### src/rtl/handshake_rx.sv
// Receive end of a four-phase req/ack CDC handshake in the r_clk domain,
// presenting each captured word on a one-entry valid/ready buffer.
// Optional build macro HANDSHAKE_RX_STATS_EN adds xfer_cnt/stall_cnt outputs.
module handshake_rx #(
    parameter int DATA_W      = 32,
    parameter int SYNC_STAGES = 2   // legal range 2..4
) (
    input  logic              r_clk,
    input  logic              rst_n,
    input  logic              req_in,
    input  logic [DATA_W-1:0] data_in,
    output logic              ack_out,
    output logic [DATA_W-1:0] out_data,
    output logic              out_valid,
    input  logic              out_ready
`ifdef HANDSHAKE_RX_STATS_EN
    ,
    output logic [15:0]       xfer_cnt,
    output logic [15:0]       stall_cnt
`endif
);

    typedef enum logic {
        ST_IDLE = 1'b0,
        ST_ACK  = 1'b1
    } state_e;

    logic [SYNC_STAGES-1:0] sync_q;
    logic                   req_s;

    state_e                 state_q, state_d;
    logic                   ack_q, ack_d;
    logic [DATA_W-1:0]      data_q, data_d;
    logic                   valid_q, valid_d;

    logic                   buf_free;
    logic                   capture;
    logic                   stall;

    // req_in is only ever seen through this chain; data_in needs no
    // synchronizer because it has been stable for SYNC_STAGES edges at capture.
    // NOTE: sequential state uses non-blocking assignments so every flop
    // samples the pre-edge value of its neighbour.
    always_ff @(posedge r_clk or negedge rst_n) begin
        if (!rst_n) begin
            sync_q <= '0;
        end else begin
            sync_q <= {sync_q[SYNC_STAGES-2:0], req_in};
        end
    end

    assign req_s    = sync_q[SYNC_STAGES-1];
    assign buf_free = !valid_q || out_ready;

    always_ff @(posedge r_clk or negedge rst_n) begin
        if (!rst_n) begin
            state_q <= ST_IDLE;
            ack_q   <= 1'b0;
            data_q  <= '0;
            valid_q <= 1'b0;
        end else begin
            state_q <= state_d;
            ack_q   <= ack_d;
            data_q  <= data_d;
            valid_q <= valid_d;
        end
    end

    // NOTE: every signal is given a default before the case so no path can
    // leave one unassigned and infer a latch.
    always_comb begin
        state_d = state_q;
        ack_d   = ack_q;
        data_d  = data_q;
        valid_d = valid_q;
        capture = 1'b0;
        stall   = 1'b0;

        if (valid_q && out_ready) begin
            valid_d = 1'b0;
        end

        unique case (state_q)
            ST_IDLE: begin
                if (req_s && buf_free) begin
                    capture = 1'b1;
                    data_d  = data_in;
                    valid_d = 1'b1;   // overrides a same-edge consume
                    ack_d   = 1'b1;
                    state_d = ST_ACK;
                end else if (req_s) begin
                    stall = 1'b1;
                end
            end
            ST_ACK: begin
                if (!req_s) begin
                    ack_d   = 1'b0;
                    state_d = ST_IDLE;
                end
            end
            default: begin
                state_d = ST_IDLE;
                ack_d   = 1'b0;
            end
        endcase
    end

    assign ack_out   = ack_q;
    assign out_data  = data_q;
    assign out_valid = valid_q;

`ifdef HANDSHAKE_RX_STATS_EN
    logic [15:0] xfer_q, stall_q;

    always_ff @(posedge r_clk or negedge rst_n) begin
        if (!rst_n) begin
            xfer_q  <= '0;
            stall_q <= '0;
        end else begin
            if (capture && xfer_q != 16'hFFFF) begin
                xfer_q <= xfer_q + 16'd1;
            end
            if (stall && stall_q != 16'hFFFF) begin
                stall_q <= stall_q + 16'd1;
            end
        end
    end

    assign xfer_cnt  = xfer_q;
    assign stall_cnt = stall_q;
`else
    logic unused_stats;
    assign unused_stats = capture ^ stall;
`endif

endmodule
### config.mk
export PLATFORM = sky130hd
export DESIGN_NAME = handshake_rx
export DESIGN_NICKNAME = d
export VERILOG_FILES = /design/src/rtl/handshake_rx.sv
export SDC_FILE = /design/constraint.sdc
export NUM_CORES = 1
export LEC_CHECK = 0
export ABC_AREA = 0
export CORE_MARGIN = 5
export CORE_UTILIZATION = 41
export DETAILED_ROUTE_END_ITERATION = 10
export GPL_ROUTABILITY_DRIVEN = 0
export GPL_TIMING_DRIVEN = 0
export HOLD_SLACK_MARGIN = 0.1
export PLACE_DENSITY = 0.81
export SYNTH_ARGS = -nofsm -noshare
export SYNTH_HDL_FRONTEND = slang
export SYNTH_SLANG_ARGS = --single-unit
export TNS_END_PERCENT = 100
### constraint.sdc
create_clock -name r_clk -period 1.51 [get_ports r_clk]
set_input_delay 0.453 -clock r_clk [delete_from_list [all_inputs] [get_ports r_clk]]
set_output_delay 0.453 -clock r_clk [all_outputs]
set_load 0.02 [all_outputs]
# Word level (Yosys, flattened, before mapping)
# Index checks and enable logic that the tools add are counted.
[word_totals]
ff_bits = 37
in_bits = 36
out_inout_bits = 34
word_cells = 23
[op_classes]
eq_ne = 2
muxes = 9
bitwise = 1
reduce_logical = 6
[ops]
columns = ["op", "count"]
rows = [
  ["$mux 1", 7],
  ["$ne 2x2->1 const B", 2],
  ["$pmux 1 s2", 2],
  ["$reduce_and 2->1", 2],
  ["$logic_and 1x1->1", 2],
  ["$logic_not 1->1", 1],
  ["$logic_or 1x1->1", 1],
  ["$not 1->1", 1],
]

# Logic depth before layout (Yosys ltp)
# Gate-level depths: netlist (run 1).
[logic_depth]
ltp_word = 5
depth_mapped = 5
depth_no_buf = 3

# Least setup slack after synthesis (run 1)
# OpenSTA, ideal clock, no wires.
[synth_timing]
kind = "input to register"
startpoint = "input port out_ready"
endpoint = "register data_q[0], in the netlist out_data[0]"
setup_time_ns = 0.125
arrival_time_ns = 1.307
t_required_ns = 1.385
path_slack_ns = 0.078
stages = 5
path_buffers = 2
cell_sequence = "nand2b_4 -> and3_4 -> buf_6 -> buf_12 -> mux2_4"
[synth_via]
elab_chain_len = 3
[synth_rtl]
columns = ["element", "line", "text"]
rows = [
  ["start, declared", "15", "input logic out_ready"],
  ["$logic_or 1x1->1", "53", "assign buf_free = !valid_q || out_ready;"],
  ["$logic_and 1x1->1", "85", "if (req_s && buf_free) begin"],
  ["$reduce_and 2->1 (no line)", "n/a", ""],
  ["end signal, assigned", "64", "data_q <= data_d;"],
  ["end, declared", "33", "logic [DATA_W-1:0] data_q, data_d;"],
]
# Every way passes these cells.
# A chain may end at the register's enable or synchronous reset.

# Worst setup path after layout (run 1)
[layout_timing]
startpoint = "register ack_q, in the netlist ack_out"
endpoint = "output port ack_out"
[layout_lines]
columns = ["element", "line", "text"]
rows = [
  ["start, declared", "32", "logic ack_q, ack_d;"],
  ["start signal, assigned", "63", "ack_q <= ack_d;"],
  ["end, declared", "12", "output logic ack_out,"],
]
# No word-level cell between the ends.

==> out/results.ini, run 1 <==
[worst_setup_path]
cp_cell_sequence=dlygate4sd2_1
critPathMaxStageDelay_ps=380
worstPathArrival_ps=1000
crit_fanout=2
reg2regPathDepth=4
critical_path_class=reg2out
rr_startpoint=out_valid$_DFF_PN0_
cp_top_family=flip-flops
crit_path_start=ack_out$_DFFE_PN0P_
cp_num_buf_inv=1
cp_slowest_cell=dfrtp_1
crit_path_start_kind=register
endpoint_kind=primary output
path_depth=1
critical_path_required_ps=1060

[global_route]
grt_pass1_vias=1114
gr-usage-all-layers_pct=14.40
grt_start_max_net_pins=38
grt_pass1_wl_um=5589
antenna_found_initial=0
grt_overflow=0

[power_and_ir_drop]
power_density_nw_per_um2=1236
power.share.sequential_pct=44.0
clkPwrFrac_pct=22.3
comb_power_share_pct=33.6
internal_power_w=0.002039
ir_worst_vdd_v=0.0008653
p_leak_nw=1.117
switching_share_pct=30.22
switching_power_w=0.0008833

[route]
dr.pass1.iters=2
drtIter0Drc=26
wl_per_cell_um=16.47
ant_nets=0
via_count=971
wl_um=3459
drc_errors=0
routed_via_density=4.624

[synth]
seq_area_frac_synth_pct=60.81
synthCells=82
synth_warnings=0
netlist_area_um2=1523
synth_seq_cells=37
synth_cell_types=11
synth_nets=118
avgSynthCellArea_um2=18.57

[hold_path]
hp-class=in2async

[floorplanning]
row_count=22
die_w_um=70.94
fp.dieArea_um2=5032
core_area_um2=3633
ios=70
start_util_pct=41.91
fp.dieH_um=70.94

[timing]
slew_viol_final=0
hold_viol=0
finClkSkew_ps=7.330
finalCritPeriodShare_pct=96.29
min_period_ps=1454
slew_headroom_pct=46.02
grt_setup_unrepaired=no
worstMarginPinSlew_ps=809.7
tns_ps=0
max_freq_mhz=687.8
setup_viol=0

[clock_network]
cts_sinks=37
cts_root_buffer=clkbuf_8
clockBufferDepth=2
clock_latency_ps=280
cts_tree=yes
htree_levels=2
clkSlewWorstSetupHoldPaths_ps=70
cts_buffers=5

[place]
portBuffers=69
dp_hpwl_um=2518
postPlaceCellArea_um2=2268

[cells_and_area]
drive_gt1_share_pct=30.86
fin_nets=197
layout_common_cells=37 x dfrtp_1, 33 x clkdlybuf4s50_1, 33 x dlygate4sd2_1
design_area_um2=2365
layout_commonest_cell=dfrtp_1
diodes=0
fillers=289
area_delta_synth_final_pct=55.30

[run]
max_cap_violations=0

[status]
outcome=completed

worst paths after layout:
| path | slack, ps | endpoint |
|---|---|---|
| min in group r_clk | 350 | sync_q[1]$_DFF_PN0_ |
| min reg2reg | 350 | sync_q[1]$_DFF_PN0_ |
| max | 60 | ack_out |
| min | 260 | out_data[4]$_DFFE_PN0P_ |
| max in group asynchronous | 740 | out_data[23]$_DFFE_PN0P_ |
| max reg2reg | 100 | out_data[12]$_DFFE_PN0P_ |
sequential cells by signal, summed over array words and instances, names as in the netlist:
name       cells
out_valid      1
sync_q         2
out_data      32
ack_out        1
state_q        1
power groups by stage:
| stage | clock [W] | combinational (W) | sequential [W] |
|---|---|---|---|
| final | 0.000653 | 0.000983 | 0.00129 |
| after global routing | 0.000722 | 0.00104 | 0.00131 |
| after CTS | 0.000676 | 0.000998 | 0.00129 |
| after detailed placement | 0 | 0.00110 | 0.00131 |
| after global placement | 0 | 0.00108 | 0.00130 |
| after floorplan | 0 | 0.000332 | 0.00152 |
layout make-up:
class	count	area [um^2]	area share [%]
clock inverters	2	10.01	0.4233
plain buffers	3	60.06	2.540
repair buffers	73	710.7	30.05
flip-flops and latches	37	925.9	39.15
inverters	2	7.507	0.3175
multi-input cells	39	518.0	21.90
clock buffers	6	72.57	3.069
well taps	48	60.06	2.540
synthesized netlist by cell type:
| cell type | number | area share [%] |
|---|---|---|
| mux2_2 | 3 | 2.2 |
| nand2b_4 | 1 | 0.90 |
| and3_4 | 1 | 0.74 |
| buf_6 | 1 | 0.74 |
| nand2b_1 | 1 | 0.41 |
| o21ai_0 | 2 | 0.66 |
| mux2_4 | 29 | 29 |
| inv_1 | 2 | 0.49 |
| nor2_1 | 2 | 0.49 |
| buf_12 | 3 | 3.9 |
| dfrtp_1 | 37 | 61 |
worst register-to-register path, stage by stage (launching register included):
cell and delay, ps:
dfrtp_1 420, nand2b_4 90, and3_4 230, bufbuf_16 270, mux2_4 290
metrics by stage:
| step | std cells | setup slack, ps | hold WS (ps) | power (W) | utilization (%) |
|---|---|---|---|---|---|
| after floorplan | 82 | 78.08 | 157.4 | 0.001856 | - |
| after global placement | 199 | -760.1 | 337.8 | 0.002380 | 62.57 |
| after detailed placement | 199 | -457.4 | 335.5 | 0.002405 | 62.43 |
| after CTS | 210 | 2.514 | 278.5 | 0.002961 | 65.15 |
| after global routing | 210 | 9.186 | 324.0 | 0.003068 | 65.08 |
| final | 210 | 56.07 | 258.4 | 0.002923 | 65.08 |
per-layer routing:
layer / global-route usage [%] / share of wire, % / vias up
li1: - / - / 438
met1: 17.17 / 40 / 483
met2: 22.86 / 50 / 44
met3: 6.818 / 9.7 / 6
met4: 5.010 / 1.1 / 0
met5: 0 / 0 / -
cells by family after synthesis:
family          share of synthesized area [%]
simple gates                            2.547
buf+inv                                 5.177
compound gates                         0.6574
flops                                   60.81
mux                                     30.81
timing repair:
item | in CTS | in global routing
gates resized for setup | 36 | 3
pin swaps | 1 | 0
setup endpoints to repair | 66 | 2
cloned | 1 | 0
buffers inserted | 3 | 0
hold buffers | 0 | 0
(Power assumes the default switching activity.)
==> inputs of run 2 (changes only) <==
--- a/config.mk
+++ b/config.mk
@@ -8,11 +8,13 @@
 export ABC_AREA = 0
 export CORE_MARGIN = 5
 export CORE_UTILIZATION = 41
+export CTS_CLUSTER_DIAMETER = 80
 export DETAILED_ROUTE_END_ITERATION = 10
 export GPL_ROUTABILITY_DRIVEN = 0
 export GPL_TIMING_DRIVEN = 0
 export HOLD_SLACK_MARGIN = 0.1
 export PLACE_DENSITY = 0.81
+export SKIP_LAST_GASP = 1
 export SYNTH_ARGS = -nofsm -noshare
 export SYNTH_HDL_FRONTEND = slang
 export SYNTH_SLANG_ARGS = --single-unit
==> out/results.ini, run 2 (same netlist as run 1, synthesis figures left out) <==
[floorplanning]
fp.dieArea_um2=5032
start_util_pct=41.91
core_area_um2=3633
row_count=22
ios=70
die_w_um=70.94
fp.dieH_um=70.94

[worst_setup_path]
critical_path_required_ps=1060
crit_fanout=2
cp_num_buf_inv=1
cp_cell_sequence=clkdlybuf4s15_1
critical_path_class=reg2out
worstPathArrival_ps=1010
cp_top_family=flip-flops
crit_path_start_kind=register
endpoint_kind=primary output
path_depth=1
critPathMaxStageDelay_ps=410
cp_slowest_cell=dfrtp_1
reg2regPathDepth=4

[cells_and_area]
largest_reg_flops=32
final_cells=210
design_area_um2=2370
layout_commonest_cell=dfrtp_1
ff_latch_area_um2=925.9
fillers=288
area_delta_synth_final_pct=55.63
fin_nets=197
layout_common_cells=37 x dfrtp_1, 33 x clkdlybuf4s50_1, 33 x dlygate4sd2_1
drive_gt1_share_pct=30.25
diodes=0
multiInputGateArea_um2=518.0

[run]
max_cap_violations=0

[route]
via_count=971
ant_nets=0
drtIter0Drc=27
drc_errors=0
dr.pass1.iters=2
routed_via_density=4.624
wl_per_cell_um=16.48
wl_um=3461

[timing]
max_freq_mhz=682.6
finalCritPeriodShare_pct=97.02
min_period_ps=1465
slew_viol_final=0
hold_viol=0
grt_setup_unrepaired=yes
worstMarginPinSlew_ps=809.7
setup_viol=0
slew_headroom_pct=46.02
finClkSkew_ps=7.330

[place]
dp.cells=199
postPlaceCellArea_um2=2268
portBuffers=69
dp_hpwl_um=2518

[status]
outcome=completed

[clock_network]
cts_buffers=5
cts_hold_buf=0
htree_levels=2
clockBufferDepth=2
cts_tree=yes
clock_latency_ps=280
clkSlewWorstSetupHoldPaths_ps=70
cts_root_buffer=clkbuf_8
cts_sinks=37

[global_route]
grt_start_max_net_pins=38
grt_pass1_vias=1114
antenna_found_initial=0
gr-usage-all-layers_pct=14.40
grt_pass1_wl_um=5589
grt_overflow=0

[hold_path]
hp-class=in2async

[power_and_ir_drop]
ir_worst_vdd_v=0.0008653
power_density_nw_per_um2=1234
p_leak_nw=1.118

## run 2: cell count changes in the layout (fill, tap and decap cells not counted)
cell             delta
clkbuf_2            -1
clkdlybuf4s15_1     +1
## run 2: final timing paths
check	startpoint	endpoint	slack [ps]
setup / recovery	out_valid$_DFF_PN0_	out_valid	50
hold / removal	rst_n	out_data[4]$_DFFE_PN0P_	260
setup reg to reg	out_valid$_DFF_PN0_	out_data[12]$_DFFE_PN0P_	100
hold reg to reg	sync_q[0]$_DFF_PN0_	sync_q[1]$_DFF_PN0_	350
max in group asynchronous	rst_n	out_data[23]$_DFFE_PN0P_	740
min in group r_clk	sync_q[0]$_DFF_PN0_	sync_q[1]$_DFF_PN0_	350
## run 2: stage by stage
stage	setup slack, ps	hold slack [ps]	util (%)	setup TNS [ps]	total power (W)
floorplan	78.08	157.4	-	0	0.001856
global placement	-760.1	337.8	62.57	-41200	0.002380
detailed placement	-457.4	335.5	62.43	-14190	0.002405
CTS	2.514	278.5	65.15	0	0.002961
global route	-6.300	324.0	65.22	-6.300	0.003069
finish	45.03	258.4	65.22	0	0.002924
## run 2: where the power goes
group	switching [W]	internal [W]
combinational	0.000443	0.000542
sequential	0.000107	0.00118
clock	0.000333	0.000320
## run 2: metal layers
metal	vias up	wire [um]	global-route usage, %
li1	438	-	-
met5	-	0	0
met1	483	1370	17.17
met2	44	1713	22.86
met3	6	337	6.818
met4	0	39	5.010
## run 2: cell type report
cell class,count,area share (%)
plain buffers,3,2.534
multi-input cells,39,21.86
inverters,2,0.3168
repair buffers,73,30.20
clock inverters,2,0.4224
flip-flops and latches,37,39.07
clock buffers,6,3.062
well taps,48,2.534
## run 2: timing repair
item                                    CTS  global route
gates resized for setup                  36             2
gates cloned                              1             0
endpoints found under the setup margin   66             2
pin swaps                                 1             0
buffers inserted                          3             0
==> inputs of run 3 (changes only) <==
==> constraint.sdc (replaced) <==
create_clock -name r_clk -period 1.5 [get_ports r_clk]
set_input_delay 0.45 -clock r_clk [delete_from_list [all_inputs] [get_ports r_clk]]
set_output_delay 0.45 -clock r_clk [all_outputs]
set_load 0.02 [all_outputs]
==> results of run 3 <==
Same layout as run 2 (identical final DEF). Status: completed.
Among the figures that moved: setup slack after placement -457.4 ps -> -464.4 ps; setup slack after layout 45.03 ps -> 38.03 ps; hold slack 258.4 ps -> 255.4 ps; register-to-register setup slack 100 ps -> 90 ps; total power 0.002924 W -> 0.002944 W; worst IR drop on VDD 0.0008653 V -> 0.0008711 V
